### src/rtl/serial_pkg.sv
// Shared types for the serial slave.
//   state_t  : frame FSM state (IDLE between frames, SHIFT while bits move)
//   cnt_w()  : bit-counter width for a given word width; leaves room for
//              an optional trailing parity bit.
package serial_pkg;

  typedef enum logic {
    IDLE  = 1'b0,
    SHIFT = 1'b1
  } state_t;

  // Counter width for the default 8-bit build.
  localparam int BIT_CNT_W_DEF = $clog2(8 + 2);

  function automatic int cnt_w(input int data_w);
    return $clog2(data_w + 2);
  endfunction

endpackage

### src/rtl/serial_slave_ws_if.sv
// Parallel-side handshake bundle of the serial slave.
//   tx_data/tx_valid/tx_ready : word for the next outgoing frame
//   rx_data/rx_valid/rx_ready : last received word, held until accepted
// Modports: slave (the serial block), master (the register/command side).
interface serial_slave_ws_if #(
  parameter int DATA_W = 8
);
  logic [DATA_W-1:0] tx_data;
  logic              tx_valid;
  logic              tx_ready;
  logic [DATA_W-1:0] rx_data;
  logic              rx_valid;
  logic              rx_ready;

  modport slave (
    input  tx_data, tx_valid, rx_ready,
    output tx_ready, rx_data, rx_valid
  );

  modport master (
    output tx_data, tx_valid, rx_ready,
    input  tx_ready, rx_data, rx_valid
  );
endinterface

### src/rtl/serial_slave_ws_sck_edge_sync.sv
// sck_edge_sync: brings the externally clocked sck/rxd pins into the clk
// domain and turns sck transitions into single-cycle strobes.
//   clk, res : system clock, synchronous active-high reset
//   sck, rxd : raw pins
//   rise/fall: one-cycle strobes on synced sck edges (never both at once)
//   idle     : synced sck has been high for IDLE_CYCLES cycles (saturated)
//   rxd_s    : rxd delayed by the same number of stages as sck, so it is
//              the data value seen at the moment rise is reported
module sck_edge_sync #(
  parameter int SYNC_STAGES = 2,
  parameter int IDLE_CYCLES = 16
) (
  input  logic clk,
  input  logic res,
  input  logic sck,
  input  logic rxd,
  output logic rise,
  output logic fall,
  output logic idle,
  output logic rxd_s
);
  localparam int IW = $clog2(IDLE_CYCLES + 1);

  logic [SYNC_STAGES-1:0] sck_q, rxd_q;
  logic                   s, s_d;
  logic [IW-1:0]          idle_cnt;

  assign s = sck_q[SYNC_STAGES-1];

  // sck chain resets high (its idle level) so leaving reset never looks
  // like a falling edge; the idle counter starts saturated.
  always_ff @(posedge clk) begin
    if (res) begin
      sck_q    <= '1;
      rxd_q    <= '0;
      s_d      <= 1'b1;
      idle_cnt <= IW'(IDLE_CYCLES);
    end else begin
      sck_q <= {sck_q[SYNC_STAGES-2:0], sck};
      rxd_q <= {rxd_q[SYNC_STAGES-2:0], rxd};
      s_d   <= s;
      if (!s)
        idle_cnt <= '0;
      else if (idle_cnt != IW'(IDLE_CYCLES))
        idle_cnt <= idle_cnt + 1'b1;
    end
  end

  assign rise  = s & ~s_d;
  assign fall  = ~s & s_d;
  assign idle  = (idle_cnt == IW'(IDLE_CYCLES));
  assign rxd_s = rxd_q[SYNC_STAGES-1];

endmodule

### src/rtl/serial_slave_ws.sv
// serial_slave_ws: clk-synchronous serial slave on a 3-wire link.
// Receives rxd on sck rising edges and drives txd after sck falling edges,
// one DATA_W-bit frame at a time, with valid/ready on the parallel side.
//   clk, res    : system clock, synchronous active-high reset
//   sck, rxd    : link inputs (sck idles high)
//   txd         : link output
//   bus         : parallel tx/rx handshakes (slave modport)
//   busy        : frame in progress
//   rx_overrun  : sticky, a completed word was dropped (rx still full)
//   tx_underrun : pulse, frame started with no tx word (zeros sent)
//   frame_err   : pulse, link went idle mid-frame; partial word dropped
//   rx_perr     : pulse, parity mismatch on a completed frame
// Build option: SERIAL_SLAVE_WS_PARITY_EN appends an even-parity bit to
// every frame; without it rx_perr stays 0.
module serial_slave_ws
  import serial_pkg::*;
#(
  parameter int DATA_W      = 8,
  parameter int SYNC_STAGES = 2,
  parameter int IDLE_CYCLES = 16,
  parameter int LSB_FIRST   = 1
) (
  input  logic             clk,
  input  logic             res,
  input  logic             sck,
  input  logic             rxd,
  output logic             txd,
  serial_slave_ws_if.slave bus,
  output logic             busy,
  output logic             rx_overrun,
  output logic             tx_underrun,
  output logic             frame_err,
  output logic             rx_perr
);
  localparam int CNT_W = cnt_w(DATA_W);
`ifdef SERIAL_SLAVE_WS_PARITY_EN
  localparam int FRAME_BITS = DATA_W + 1;
`else
  localparam int FRAME_BITS = DATA_W;
`endif

  logic rise, fall, idle, rxd_s;

  sck_edge_sync #(
    .SYNC_STAGES (SYNC_STAGES),
    .IDLE_CYCLES (IDLE_CYCLES)
  ) u_sync (
    .clk   (clk),
    .res   (res),
    .sck   (sck),
    .rxd   (rxd),
    .rise  (rise),
    .fall  (fall),
    .idle  (idle),
    .rxd_s (rxd_s)
  );

  state_t                state;
  logic [CNT_W-1:0]      bit_cnt;
  logic [FRAME_BITS-1:0] tx_sr, rx_sr, load_frame;
  logic [DATA_W-1:0]     hold, rx_data_q;
  logic                  hold_full, rx_valid_q, done, tx_bit;

  // Both shift registers hold the frame in wire order (bit 0 goes first),
  // so bit order only matters when packing/unpacking the word.
  function automatic logic [FRAME_BITS-1:0] tx_frame(input logic [DATA_W-1:0] w);
    logic [DATA_W-1:0] o;
    for (int i = 0; i < DATA_W; i++)
      o[i] = (LSB_FIRST != 0) ? w[i] : w[DATA_W-1-i];
`ifdef SERIAL_SLAVE_WS_PARITY_EN
    return {^w, o};
`else
    return o;
`endif
  endfunction

  function automatic logic [DATA_W-1:0] rx_word(input logic [DATA_W-1:0] f);
    logic [DATA_W-1:0] o;
    for (int i = 0; i < DATA_W; i++)
      o[i] = (LSB_FIRST != 0) ? f[i] : f[DATA_W-1-i];
    return o;
  endfunction

  // An empty hold register sends an all-zero frame (parity of 0 is 0).
  assign load_frame = tx_frame(hold_full ? hold : '0);

  always_ff @(posedge clk) begin
    if (res) begin
      state       <= IDLE;
      bit_cnt     <= '0;
      tx_sr       <= '0;
      rx_sr       <= '0;
      hold        <= '0;
      hold_full   <= 1'b0;
      rx_data_q   <= '0;
      rx_valid_q  <= 1'b0;
      done        <= 1'b0;
      tx_bit      <= 1'b0;
      txd         <= 1'b0;
      rx_overrun  <= 1'b0;
      tx_underrun <= 1'b0;
      frame_err   <= 1'b0;
      rx_perr     <= 1'b0;
    end else begin
      tx_underrun <= 1'b0;
      frame_err   <= 1'b0;
      rx_perr     <= 1'b0;
      // Extra output flop keeps txd latency at SYNC_STAGES+2 after the pin edge.
      txd         <= tx_bit;

      if (bus.tx_valid && !hold_full) begin
        hold      <= bus.tx_data;
        hold_full <= 1'b1;
      end

      if (rx_valid_q && bus.rx_ready)
        rx_valid_q <= 1'b0;

      case (state)
        IDLE: begin
          if (fall) begin
            state       <= SHIFT;
            bit_cnt     <= '0;
            tx_bit      <= load_frame[0];
            tx_sr       <= load_frame >> 1;
            tx_underrun <= ~hold_full;
            // Only clear when full; an empty hold may be loading this cycle.
            if (hold_full)
              hold_full <= 1'b0;
          end
        end

        SHIFT: begin
          if (done) begin
            // Delivery one cycle after the last rise; a same-cycle accept
            // frees the slot so the new word is not counted as overrun.
            if (!rx_valid_q || bus.rx_ready) begin
              rx_data_q  <= rx_word(rx_sr[DATA_W-1:0]);
              rx_valid_q <= 1'b1;
            end else begin
              rx_overrun <= 1'b1;
            end
`ifdef SERIAL_SLAVE_WS_PARITY_EN
            // Even parity: data plus parity bit must XOR to 0.
            rx_perr <= ^rx_sr;
`endif
            done    <= 1'b0;
            state   <= IDLE;
            bit_cnt <= '0;
            tx_bit  <= 1'b0;
          end else if (idle) begin
            frame_err <= 1'b1;
            state     <= IDLE;
            bit_cnt   <= '0;
            tx_bit    <= 1'b0;
          end else if (rise) begin
            rx_sr   <= {rxd_s, rx_sr[FRAME_BITS-1:1]};
            bit_cnt <= bit_cnt + 1'b1;
            if (bit_cnt == CNT_W'(FRAME_BITS - 1))
              done <= 1'b1;
          end else if (fall) begin
            tx_bit <= tx_sr[0];
            tx_sr  <= tx_sr >> 1;
          end
        end

        default: state <= IDLE;
      endcase
    end
  end

  assign bus.tx_ready = ~hold_full;
  assign bus.rx_data  = rx_data_q;
  assign bus.rx_valid = rx_valid_q;
  assign busy         = (state == SHIFT);

endmodule
### src/flat_wrapper.sv
// flat-port wrapper written by rule: the top's interface ports become plain ports
module serial_slave_ws_flat import serial_pkg::*;
#(
  parameter int DATA_W      = 8,
  parameter int SYNC_STAGES = 2,
  parameter int IDLE_CYCLES = 16,
  parameter int LSB_FIRST   = 1
)
  (clk, res, sck, rxd, txd, busy, rx_overrun, tx_underrun, frame_err, rx_perr, bus_tx_data, bus_tx_valid, bus_rx_ready, bus_tx_ready, bus_rx_data, bus_rx_valid);
  serial_slave_ws_if #(.DATA_W(DATA_W)) bus_i ();
  input  logic clk;
  input  logic res;
  input  logic sck;
  input  logic rxd;
  output logic txd;
  output logic busy;
  output logic rx_overrun;
  output logic tx_underrun;
  output logic frame_err;
  output logic rx_perr;
  input wire logic [$bits(bus_i.tx_data)-1:0] bus_tx_data;
  input wire logic [$bits(bus_i.tx_valid)-1:0] bus_tx_valid;
  input wire logic [$bits(bus_i.rx_ready)-1:0] bus_rx_ready;
  output wire logic [$bits(bus_i.tx_ready)-1:0] bus_tx_ready;
  output wire logic [$bits(bus_i.rx_data)-1:0] bus_rx_data;
  output wire logic [$bits(bus_i.rx_valid)-1:0] bus_rx_valid;
  assign bus_i.tx_data = bus_tx_data;
  assign bus_i.tx_valid = bus_tx_valid;
  assign bus_i.rx_ready = bus_rx_ready;
  assign bus_tx_ready = bus_i.tx_ready;
  assign bus_rx_data = bus_i.rx_data;
  assign bus_rx_valid = bus_i.rx_valid;
  serial_slave_ws #(.DATA_W(DATA_W), .SYNC_STAGES(SYNC_STAGES), .IDLE_CYCLES(IDLE_CYCLES), .LSB_FIRST(LSB_FIRST)) u_core (.clk(clk), .res(res), .sck(sck), .rxd(rxd), .txd(txd), .bus(bus_i), .busy(busy), .rx_overrun(rx_overrun), .tx_underrun(tx_underrun), .frame_err(frame_err), .rx_perr(rx_perr));
endmodule
### config.mk
export PLATFORM = sky130hd
export DESIGN_NAME = serial_slave_ws_flat
export DESIGN_NICKNAME = d
export VERILOG_FILES = /design/src/rtl/serial_pkg.sv /design/src/rtl/serial_slave_ws_if.sv /design/src/rtl/serial_slave_ws_sck_edge_sync.sv /design/src/rtl/serial_slave_ws.sv /design/src/flat_wrapper.sv
export SDC_FILE = /design/constraint.sdc
export NUM_CORES = 1
export LEC_CHECK = 0
export CAP_MARGIN = 40
export CORE_MARGIN = 2
export CORE_UTILIZATION = 49
export DETAILED_ROUTE_END_ITERATION = 8
export GPL_TIMING_DRIVEN = 0
export PLACE_DENSITY = 0.8
export REMOVE_ABC_BUFFERS = 1
export SYNTH_ARGS = -nofsm -noshare
export SYNTH_HDL_FRONTEND = slang
export SYNTH_SLANG_ARGS = --single-unit
### constraint.sdc
create_clock -name clk -period 3.32 [get_ports clk]
set_input_delay 0.664 -clock clk [delete_from_list [all_inputs] [get_ports clk]]
set_output_delay 0.664 -clock clk [all_outputs]
set_load 0.01 [all_outputs]
==> run summary <==
CTS Root Cell - clkbuf_8
worst hold path depth - 1
Synth cell types - 45
Detailed Route Iter0 Violations - 137
final period demand of the worst path - 2.363 ns
GRT Overall Usage - 17.62%
Synth warnings - 0
Initial Utilization - 50.20%
antenna violations before repair - 0
drt wl/cell - 12.87 um
Power Total - 1.237 mW
crit-path max FO - 20
critical path type - flip-flop to output port
antenna cells - 0
area of the multi-input gates - 0.001100 mm2
DRC violations left - 0
number of synthesized flops with an enable pin - 0
largest net degree at the start of global routing - 31
Max-Cap Viols - 0
Detailed Place HPWL - 2.840 mm
Final WS setup - 0.9566 ns
width of the die - 73.10 um
H-tree Lvls - 2
slowest library cell on the worst path - dfxtp_1
most common cell after layout, fill and taps aside - dfxtp_1
setup TNS - 0 ns
drt total wl - 4.220 mm
leak pwr - 0.8946 nW
gr ovfl total - 0
startpoint types - flip-flop
num ports - 30
Core Util, Final - 57.53%
commonest non-fill, non-tap cells in the layout - 54 x dfxtp_1, 31 x a21oi_1, 27 x clkdlybuf4s50_1
VDD IR max - 0.3028 mV
Hold Crit Class - flip-flop to flip-flop
vias in the first global route - 1652
hold_buf cts - 0
Hold Path Sink - u_core.u_sync.sck_q[1]
CP Data Required Time - 2.66 ns
dpl ws - 1.272 ns
Slew HR - 53.81%
first-pass GRT wire length - 7.445 mm
# rows - 25
post-cts resize count - 0
WP data arrival - 1.70 ns
Final Cycle Share - 71.19%
Setup Fix Bufs, Post-CTS - 0
fmax - 0.4231 GHz
unrepaired setup endpoints after global routing - no
GPL Wtd Cong - 0.8023
DR vias/cell - 5.649
final hold vios - 0
Synth Cell Area - 0.002340 mm2
clk_skew - 0.007604 ns
Synth async-reset ratio - 0%
antenna viol nets, final - 0
Mapped Cells - 259
critical path's largest stage delay - 0.73 ns
CTS Buf Count - 5
clk slew on worst S/H paths - 0.10 ns
Synth Flop Type - dfxtp_1
hold path start - u_core.u_sync.sck_q[0]
Critical R2R Capture - u_core.tx_sr[3]
critical path's top delay family - flip-flops
Reg area - 0.001081 mm2
TritonCTS clock tree - done
Placed Cells - 320
Core Footprint - 0.004661 mm2
synthesized flop and latch total - 54
layout cells sized above 1 - 7.664%
fin cells - 328
CP cell instances - clkdlybuf4s50_1
Clock Sinks - 54
worst reg-to-reg setup slack - 1.54 ns
Mapped Avg Cell Area - 9.034 um2
worst skew pair latency - 0.31 ns
Setup-failing EPs final - 0
vias - 1853
1st-pass router iterations - 4
worst r2r src - u_core.u_sync.idle_cnt[0]
Worst Tran Pin Value - 0.6917 ns
outcome - completed
CP Buf/Inv Count - 1
register area share after synthesis - 46.20%
Area Growth Syn to Fin - 14.60%
Worst setup EP type - output port
fillers - 417
Slew Limit Fails - 0
I/O Buffers - 28
total die area - 0.005344 mm2
Clock Path Buffers - 2
Nets - 290
Die Ht - 73.10 um
pwr dens - 461.4 mW/mm2
R2R depth - 6
-- metrics by stage --
stage          cell area (um2)  hold slack (ns)
3_3_place_gp              2544           0.3957
5_1_grt                   2681           0.4535
2_1_floorplan             2196           0.3895
6_report                  2681           0.4345
4_1_cts                   2681           0.4310
3_5_place_dp              2581           0.4073
-- registers in the layout, indices dropped and copies added (netlist names), 2 cells and up --
name,count
u_core.rx_sr,8
u_core.tx_sr,7
u_core.u_sync.sck_q,2
u_core.bus.rx_data,8
u_core.u_sync.idle_cnt,5
u_core.u_sync.rxd_q,2
u_core.hold,8
u_core.bit_cnt,4
-- synthesized netlist by cell type (4+ instances only) --
cell	n	area share (%)
dfxtp_1	54	46
a21oi_1	31	6.6
nand2_1	21	3.4
nand3_1	19	4.1
o21ai_0	17	3.6
a211oi_1	13	4.2
clkbuf_1	10	1.6
nor2b_1	10	2.7
nor2_1	8	1.3
a31oi_1	7	1.9
and2_1	7	1.9
nand2b_1	7	1.9
buf_4	4	1.3
inv_1	4	0.64
-- worst max-delay path by stage --
stage,start,to,slack [ns],cells past startpoint
after detailed placement,u_core.busy,busy,1.27,1
after floorplan,u_core.u_sync.idle_cnt[0],u_core.tx_sr[1],1.47,5
after global placement,res,u_core.bit_cnt[3],0.16,4
after CTS,u_core.busy,busy,0.92,1
final,u_core.busy,busy,0.96,1
after global routing,u_core.busy,busy,0.87,1
-- cell families after synthesis --
family / count (synthesis) / synth area share [%]
AO/OA/AOI/OAI: 78 / 20.32
adder cells (fa/ha/maj): 3 / 1.604
flip-flops: 54 / 46.20
other: 1 / 0.1603
XOR/XNOR: 3 / 1.123
buffers and inverters: 27 / 6.791
AND/OR/NAND/NOR: 93 / 23.80
-- where the power goes --
part	total (mW)	leakage, nW	switching (mW)	internal [mW]
registers	0.689	0.439	0.0191	0.670
clock network	0.389	0.0514	0.217	0.172
logic	0.159	0.404	0.0895	0.0700
total	1.24	0.895	0.325	0.912
-- cell type report --
| cell class | instances | area share, % |
|---|---|---|
| clock buffer | 6 | 3.080 |
| clock inverter | 2 | 0.6533 |
| inverter | 4 | 0.5600 |
| multi-input combinational | 178 | 41.02 |
| sequential | 54 | 40.32 |
| tap | 54 | 2.520 |
| timing repair buffer | 30 | 11.85 |
-- per-layer routing --
metal / track usage (%) / vias to the layer above / wire length (um)
li1: - / 945 / -
met1: 22.69 / 861 / 1970
met2: 28.33 / 41 / 2036
met3: 4.558 / 6 / 143
met4: 6.584 / 0 / 69
met5: 0 / - / 0
No activity file was read; power rests on OpenSTA's default activity.
